--- config.mk ---
export PLATFORM = sky130hd
export DESIGN_NAME = vga_timing_gen
export DESIGN_NICKNAME = d
export VERILOG_FILES = /design/src/rtl/vga_timing_gen_pkg.sv /design/src/rtl/vga_axis_counter.sv /design/src/rtl/vga_timing_gen.sv
export SDC_FILE = /design/constraint.sdc
export NUM_CORES = 1
export LEC_CHECK = 0
export CAP_MARGIN = 5
export CORE_MARGIN = 2
export CORE_UTILIZATION = 32
export DETAILED_ROUTE_END_ITERATION = 10
export DONT_BUFFER_PORTS = 1
export GPL_ROUTABILITY_DRIVEN = 1
export GPL_TIMING_DRIVEN = 0
export SLEW_MARGIN = 20
export SYNTH_ARGS = -nofsm -noshare
export SYNTH_HDL_FRONTEND = slang
export SYNTH_HIERARCHICAL = 1
export SYNTH_SLANG_ARGS = --single-unit
--- constraint.sdc ---
create_clock -name clk -period 4.4 [get_ports clk]
set_input_delay 0.88 -clock clk [delete_from_list [all_inputs] [get_ports clk]]
set_output_delay 0.88 -clock clk [all_outputs]
set_load 0.05 [all_outputs]
--- src/rtl/vga_timing_gen_pkg.sv ---
// Shared raster constants for the 640x480@60 Hz display path.
// The game geometry uses the same screen size. The default timing is
// reproduced here so that the blocks stay consistent with each other.
package vga_timing_gen_pkg;

  localparam int CNT_W = 10;

  localparam int H_ACTIVE = 640;
  localparam int H_FP     = 16;
  localparam int H_SYNC   = 96;
  localparam int H_BP     = 48;
  localparam int H_TOTAL  = H_ACTIVE + H_FP + H_SYNC + H_BP;

  localparam int V_ACTIVE = 480;
  localparam int V_FP     = 10;
  localparam int V_SYNC   = 2;
  localparam int V_BP     = 33;
  localparam int V_TOTAL  = V_ACTIVE + V_FP + V_SYNC + V_BP;

  // The asserted level of hsync/vsync. A value of 0 means the syncs are active-low.
  localparam logic SYNC_ACTIVE = 1'b0;

  // This is the number of extra pix_ce stages on the syncs when the sync pipe is built.
  localparam int SYNC_DELAY = 2;

endpackage

--- src/rtl/vga_axis_counter.sv ---
// Wrap counter for one raster axis. It provides the terminal count, plus the
// active-region and sync-window flags for the value the counter is about to take.
// Those flags are taken from the next value rather than the current one. This lets
// the registered syncs line up with the registered counter in the same cycle.
module vga_axis_counter import vga_timing_gen_pkg::*; #(
  parameter int TOTAL   = 800,
  parameter int ACTIVE  = 640,
  parameter int SYNC_LO = 656,
  parameter int SYNC_HI = 752
) (
  input  logic             clk,
  input  logic             rst_n,
  input  logic             en,
  output logic [CNT_W-1:0] cnt,
  output logic [CNT_W-1:0] cnt_nxt,
  output logic             tc,
  output logic             active_nxt,
  output logic             sync_nxt
);

  localparam logic [CNT_W-1:0] LAST = CNT_W'(TOTAL - 1);
  localparam logic [CNT_W-1:0] ACT  = CNT_W'(ACTIVE);
  localparam logic [CNT_W-1:0] S_LO = CNT_W'(SYNC_LO);
  localparam logic [CNT_W-1:0] S_HI = CNT_W'(SYNC_HI);

  assign tc = (cnt == LAST);

  // Next value: hold, increment, or wrap to zero at the terminal count
  always_comb begin
    cnt_nxt = cnt;
    if (en) cnt_nxt = tc ? '0 : cnt + 1'b1;
  end

  // Counter state
  always_ff @(posedge clk or negedge rst_n) begin
    if (!rst_n) cnt <= '0;
    else        cnt <= cnt_nxt;
  end

  assign active_nxt = (cnt_nxt < ACT);
  assign sync_nxt   = (cnt_nxt >= S_LO) && (cnt_nxt < S_HI);

endmodule

--- src/rtl/vga_timing_gen.sv ---
// Raster timing generator. It produces the pixel coordinates, hsync/vsync,
// video_on and a per-frame tick, all of which are registered.
// Optional macro VGA_SYNC_PIPE_EN: when it is defined, hsync/vsync/video_on are
// delayed by SYNC_DELAY extra pix_ce stages. This matches the downstream colour
// pipeline. The coordinates and frame_tick are not delayed.
module vga_timing_gen #(
  parameter int   H_ACTIVE    = vga_timing_gen_pkg::H_ACTIVE,
  parameter int   H_FP        = vga_timing_gen_pkg::H_FP,
  parameter int   H_SYNC      = vga_timing_gen_pkg::H_SYNC,
  parameter int   H_BP        = vga_timing_gen_pkg::H_BP,
  parameter int   V_ACTIVE    = vga_timing_gen_pkg::V_ACTIVE,
  parameter int   V_FP        = vga_timing_gen_pkg::V_FP,
  parameter int   V_SYNC      = vga_timing_gen_pkg::V_SYNC,
  parameter int   V_BP        = vga_timing_gen_pkg::V_BP,
  parameter logic SYNC_ACTIVE = vga_timing_gen_pkg::SYNC_ACTIVE
) (
  input  logic                               clk,
  input  logic                               rst_n,
  input  logic                               pix_ce,
  output logic [vga_timing_gen_pkg::CNT_W-1:0] xpix,
  output logic [vga_timing_gen_pkg::CNT_W-1:0] ypix,
  output logic                               hsync,
  output logic                               vsync,
  output logic                               video_on,
  output logic                               frame_tick
);
  import vga_timing_gen_pkg::*;

  localparam int H_TOTAL = H_ACTIVE + H_FP + H_SYNC + H_BP;
  localparam int V_TOTAL = V_ACTIVE + V_FP + V_SYNC + V_BP;
  localparam logic [CNT_W-1:0] TICK_LINE = CNT_W'(V_ACTIVE);

  logic [CNT_W-1:0] h_nxt, v_nxt;
  logic             h_tc;
  logic             h_act_nxt, h_sync_nxt, v_act_nxt, v_sync_nxt;
  logic             hs_r, vs_r, von_r;

  vga_axis_counter #(
    .TOTAL  (H_TOTAL),
    .ACTIVE (H_ACTIVE),
    .SYNC_LO(H_ACTIVE + H_FP),
    .SYNC_HI(H_ACTIVE + H_FP + H_SYNC)
  ) u_h (
    .clk       (clk),
    .rst_n     (rst_n),
    .en        (pix_ce),
    .cnt       (xpix),
    .cnt_nxt   (h_nxt),
    .tc        (h_tc),
    .active_nxt(h_act_nxt),
    .sync_nxt  (h_sync_nxt)
  );

  // The line counter steps only when the pixel counter wraps. The frame wraps
  // on its own at the last pixel of the last line.
  vga_axis_counter #(
    .TOTAL  (V_TOTAL),
    .ACTIVE (V_ACTIVE),
    .SYNC_LO(V_ACTIVE + V_FP),
    .SYNC_HI(V_ACTIVE + V_FP + V_SYNC)
  ) u_v (
    .clk       (clk),
    .rst_n     (rst_n),
    .en        (pix_ce & h_tc),
    .cnt       (ypix),
    .cnt_nxt   (v_nxt),
    .tc        (),
    .active_nxt(v_act_nxt),
    .sync_nxt  (v_sync_nxt)
  );

  // Syncs and active flag are registered from the next coordinates, so they describe the current pixel
  always_ff @(posedge clk or negedge rst_n) begin
    if (!rst_n) begin
      hs_r  <= ~SYNC_ACTIVE;
      vs_r  <= ~SYNC_ACTIVE;
      von_r <= 1'b1;
    end else if (pix_ce) begin
      hs_r  <= h_sync_nxt ? SYNC_ACTIVE : ~SYNC_ACTIVE;
      vs_r  <= v_sync_nxt ? SYNC_ACTIVE : ~SYNC_ACTIVE;
      von_r <= h_act_nxt & v_act_nxt;
    end
  end

  // One-cycle pulse when the raster enters (0, V_ACTIVE), which is the start of vertical blanking
  always_ff @(posedge clk or negedge rst_n) begin
    if (!rst_n) frame_tick <= 1'b0;
    else        frame_tick <= pix_ce && (h_nxt == '0) && (v_nxt == TICK_LINE);
  end

`ifdef VGA_SYNC_PIPE_EN
  logic [SYNC_DELAY-1:0] hs_pipe, vs_pipe, von_pipe;

  // Extra delay stages advanced by pix_ce. Reset fills them with inactive levels.
  always_ff @(posedge clk or negedge rst_n) begin
    if (!rst_n) begin
      hs_pipe  <= {SYNC_DELAY{~SYNC_ACTIVE}};
      vs_pipe  <= {SYNC_DELAY{~SYNC_ACTIVE}};
      von_pipe <= '0;
    end else if (pix_ce) begin
      hs_pipe  <= {hs_pipe[SYNC_DELAY-2:0],  hs_r};
      vs_pipe  <= {vs_pipe[SYNC_DELAY-2:0],  vs_r};
      von_pipe <= {von_pipe[SYNC_DELAY-2:0], von_r};
    end
  end

  assign hsync    = hs_pipe[SYNC_DELAY-1];
  assign vsync    = vs_pipe[SYNC_DELAY-1];
  assign video_on = von_pipe[SYNC_DELAY-1];
`else
  assign hsync    = hs_r;
  assign vsync    = vs_r;
  assign video_on = von_r;
`endif

endmodule

# Word-level counts from Yosys, hierarchy flattened
# Cells that the tools add are included.
[word_totals]
regBits = 24
input_bits = 3
out_inout_bits = 24
elab_cells = 30
[classes]
add_sub_neg = 2
magnitude_cmp = 6
eq_ne = 3
n_mux = 6
n_bitwise = 2
reduce_logical = 5
[ops]
columns = ["cell", "n"]
rows = [
  ["$mux 10", 4],
  ["$add 10x1->10 const B", 2],
  ["$eq 10x10->1 const B", 2],
  ["$lt 10x10->1 const B", 2],
  ["$lt 10x9->1 const B", 2],
  ["$eq 10x9->1 const B", 1],
  ["$ge 10x10->1 const B", 1],
  ["$ge 10x9->1 const B", 1],
  ["$logic_not 10->1", 1],
  ["$logic_and 1x1->1", 4],
  ["$and 1x1->1", 2],
  ["$mux 1", 2],
]

# Longest topological paths before layout
[depth]
word_depth = 6
depth_mapped = 11
mapped_depth_nobuf = 10

# Hierarchy
# The synthesis kept the hierarchy.
[modules_own_cells]
columns = ["module", "n_inst", "cells_per_inst", "area_each_um2", "seq_area_each_um2"]
rows = [
  ["vga_axis_counter at u_v", 1, 69, 664.4, 250.2],
  ["vga_axis_counter at u_h", 1, 57, 574.3, 250.2],
  ["vga_timing_gen", 1, 20, 216.5, 103.8],
]

# Least setup slack after synthesis
# Ideal clock, no wire load.
[synth_timing]
path_type = "reg-to-reg"
start = "register u_h.cnt[0]"
end = "register frame_tick"
setup_ps = 96
arrival_ps = 2958
t_required_ps = 4304
setup_slack_ps = 1346
path_stages_with_launch = 12
n_path_buf = 1
synth_period_minus_slack_ps = 3054
cell_sequence = "dfrtp_1 ha_1 nand4_2 nor3b_4 and2_1 clkbuf_1 nand4_1 xor2_1 a21oi_1 nor4_1 nand4_1 nor4_2"
[synth_via]
word_cells_on_any_way = 10
classes_between = "add/sub: 1; eq/ne: 2; mux: 3; bitwise: 1; reduce/logical: 3"
[synth_rtl]
columns = ["item", "line_no", "text"]
rows = [
  ["start: declaration", "vga_axis_counter.sv:14", "output logic [CNT_W-1:0] cnt,"],
  ["start signal: assignment", "vga_axis_counter.sv:37", "else cnt <= cnt_nxt;"],
  ["$eq 10x10->1", "vga_axis_counter.sv:26", "assign tc = (cnt == LAST);"],
  ["via h_tc", "vga_timing_gen.sv:34", "logic h_tc;"],
  ["$and 1x1->1", "vga_timing_gen.sv:64", ".en (pix_ce & h_tc),"],
  ["$mux 10", "vga_axis_counter.sv:31", "if (en) cnt_nxt = tc ? '0 : cnt + 1'b1;"],
  ["via v_nxt[3]", "vga_timing_gen.sv:33", "logic [CNT_W-1:0] h_nxt, v_nxt;"],
  ["$eq 10x9->1", "vga_timing_gen.sv:88", "else frame_tick <= pix_ce && (h_nxt == '0) && (v_nxt == TICK_LINE);"],
  ["$logic_and 1x1->1", "vga_timing_gen.sv:88", ""],
  ["end signal: assignment", "vga_timing_gen.sv:88", ""],
  ["end: declaration", "vga_timing_gen.sv:25", "output logic frame_tick"],
]
# The timed path passes the listed nets, and every way through them passes these cells.
# A chain may end at the register's enable or synchronous reset.

# Worst setup path in the final report
# Same ends and word-level chain as after synthesis.

==> summary.md <==
| Metric | Value |
|---|---|
| Status | completed |
| XOR/XNOR Fraction of Synth Area | 0.0722 |
| Die height | between 70 and 80 um |
| Number of antenna diodes | 0 |
| 1st-pass router iterations | 4 |
| CTS sink count | 24 |
| Synth-to-Final Area Change | 9.37% |
| Gr usage total | 0.141 |
| Drt via density | 5.61 |
| Syn nets | 152 |
| # setup viols final | 0 |
| NumNets Final | ~160 |
| Mux contribution to synthesized area | 0.0275 |
| Core Area | 0.00435 mm2 |
| Fin Setup TNS | 0 ns |
| M1 GR Usage | 0.193 |
| Async set-reset flop share out of synthesis | 1.00 |
| Int Pwr | roughly 0.40 mW |
| DPL Wire Length | roughly 2.4 mm |
| Routed WL | 3.34 mm |
| Initial antenna violation count | 0 |
| Grt met3 use | 0.0577 |
| Final hold vios | 0 |
| Yosys warns | 6 |
| Clk slew on worst S/H paths | around 0.10 ns |
| Simple-Gate Fraction of Synth Area | 0.310 |
| Adder-cell share of the synthesized area | 0.0258 |
| Die area | 0.00510 mm2 |
| CTS tree | done |
| Layout cells sized above 1 | 0.153 |
| Clk buf depth | 2 |
| Initial DRC count | 39 |
| Largest net degree at the start of global routing | 25 |
| Synth Area per Inst | 9.97 um2 |
| Placer Congestion | approximately 0.91 |
| Critical path class | reg2reg |
| Starting Density | 0.334 |
| Lkg Pwr | ~0.70 nW |
| Total setup buffers inserted after CTS | 0 |
| CTS root buffer | clkbuf_8 |
| # DRC | 0 |
| Crit path DAT | between 3 and 4 ns |
| Max-Cap Viols | 0 |
| Sequential share of power | 0.574 |
| Power Density | approximately 410 mW/mm2 |
| Chip width | 71.4 um |
| Crit path required time | around 4.6 ns |
| Slew @ Worst Pin | around 0.74 ns |
| Final ANT Viol Nets | 0 |
| Tmin final | approximately 3.6 ns |
| FMAX | between 0.2 and 0.3 GHz |
| Wire per inst | ~17 um |
| Most common cell in the netlist | dfrtp_1 |
| Boundary Pins | 27 |
| Post-synthesis sequential area ratio | 0.415 |
| Cts bufs inserted | 3 |
| Dominant synthesized flop cell | dfrtp_1 |
| Synthesized cell area | between 0.001 and 0.0015 mm2 |
| Post-CTS resize count | 0 |
| Via count | 1134 |
| Cell variety after synth | 44 |
| Top cells by count, synth | 21 x dfrtp_1, 15 x nand2_1, 9 x inv_1 |
| RSZ-0062 raised after global routing | no |
| Yosys top cell by area | dfrtp_1 |
| Compound-Gate Fraction of Synth Area | 0.109 |
| Slew Limit Fails | 0 |
| Rel. slew slack | 0.504 |
| Clock Skew | between 0.009 and 0.01 ns |
| Placed Area | roughly 0.0015 mm2 |
| Cts hold-fix bufs | 0 |
| Total grt overflow | 0 |
| Clock latency on the worst-skew pair | around 0.28 ns |
| Worst Path Max Fanout | 10 |
| Top area cells in the synthesized netlist | dfrtp_1 36%, dfstp_2 5.4%, xor2_1 4.2%, nand2_1 3.9%, xnor2_1 3.0% |
| Cells after synthesis | 146 |
| First-pass GRT wire length | ~5.7 mm |
| Main combinational cell family by area after synthesis | simple AND/OR/NAND/NOR gates |
| Switching Fraction | 0.397 |
| IO buf count | 0 |
| Num rows | 24 |
| Combinational power share | 0.123 |
| Yosys reg bits | 24 |
| Clock share of power | 0.303 |
| Post-route cell area | around 0.0016 mm2 |
| Final period utilization | 0.817 |
| Post-synth EDFFs | 0 |
| Sw Pwr | about 0.26 mW |
| Top Usage Layer GRT | met2 |
| Worst IR Drop VDD | 283 uV |
| Hold WC Path Type | in2async |
| Crit start category | flop |
| Vias in the first global route | ~1100 |
| Met2 Use GR | 0.213 |
| CP Capture Type | flop |
| FILL cells | ~430 |
| H-Tree Depth | 1 |
| Yosys top cell area share | 0.361 |
worst max-delay path, stage by stage (launching register included):
cell and delay (ns):
dfrtp_1 0.72, ha_1 0.31, nand4_2 0.22, nor3b_4 0.37, and2_1 0.34, clkbuf_1 0.35
nand4_1 0.16, xor2_1 0.18, a21oi_1 0.08, nor4_1 0.33, nand4_1 0.16, nor4_2 0.26
cell usage in the layout (no fill, tap or decap), types with 3 or more instances in the layout:
cell / n
o22ai_1: 3
xnor2_1: 5
buf_2: 4
mux2i_1: 4
o21ai_0: 5
dfrtp_1: 21
nor2_1: 5
clkbuf_8: 3
nor4_1: 3
dfstp_2: 3
a21oi_1: 6
nor3_1: 6
nand2_1: 15
o31ai_1: 3
inv_1: 9
ha_1: 3
xor2_1: 7
nand3_1: 5
nand4_1: 4
metal layers:
layer / up-vias / wire [um]
met2: 34 / 1520
met4: 0 / 23
li1: 540 / -
met1: 555 / 1520
met3: 5 / 280
met5: - / 0
per-stage QoR:
step	power, mW	setup slack, ns	std cells	utilization	hold slack, ns
global route	0.687	0.442	202	0.366	0.263
CTS	0.664	0.742	202	0.366	0.278
detailed placement	0.462	0.788	198	0.349	0.585
finish	0.657	0.805	202	0.366	0.284
floorplan	0.432	1.35	146	-	0.574
global placement	0.458	0.850	198	0.349	0.585
power groups by stage:
stage	Combinational [mW]	Clock [mW]	Sequential [mW]
floorplan	0.0628	0	0.369
global placement	0.0775	0	0.380
detailed placement	0.0810	0	0.381
CTS	0.0825	0.204	0.377
global route	0.0903	0.214	0.383
finish	0.0807	0.199	0.377
kinds of logic after synthesis:
kind of cell               Yosys count
and+or+nand+nor                     64
AOI/OAI and AO/OA                   25
DFF                                 24
buffers and inverters               14
xor gates and xnor gates            12
muxes                                4
adders and majority gates            3
worst paths after layout:
| path | startpoint | end | slack [ns] | depth (start not counted) |
|---|---|---|---|---|
| worst max-delay path | u_h/cnt[0] | frame_tick | 0.80 | 11 |
| worst min-delay path | rst_n | u_h/cnt[4] | 0.28 | 0 |
| worst max register to register | u_h/cnt[0] | frame_tick | 0.80 | 11 |
| worst min register to register | hsync | hsync | 0.61 | 2 |
| max in group asynchronous | rst_n | vsync | 3.93 | 0 |
| min in group clk | hsync | hsync | 0.61 | 2 |
registers in the layout, summed over array words and instances, names as in the netlist:
register	count
u_h/cnt	10
vsync	1
hsync	1
video_on	1
frame_tick	1
u_v/cnt	10
final cells by class:
cell class	count	area, um2	share of cell area
inverter	9	33.8	0.0212
clock inverter	1	30.0	0.0189
clock buffer	3	41.3	0.0259
multi-input combinational	108	793	0.498
tap	52	65.1	0.0409
sequential	24	604	0.380
buffer	5	23.8	0.0149
No activity file was read; power rests on OpenSTA's default activity.
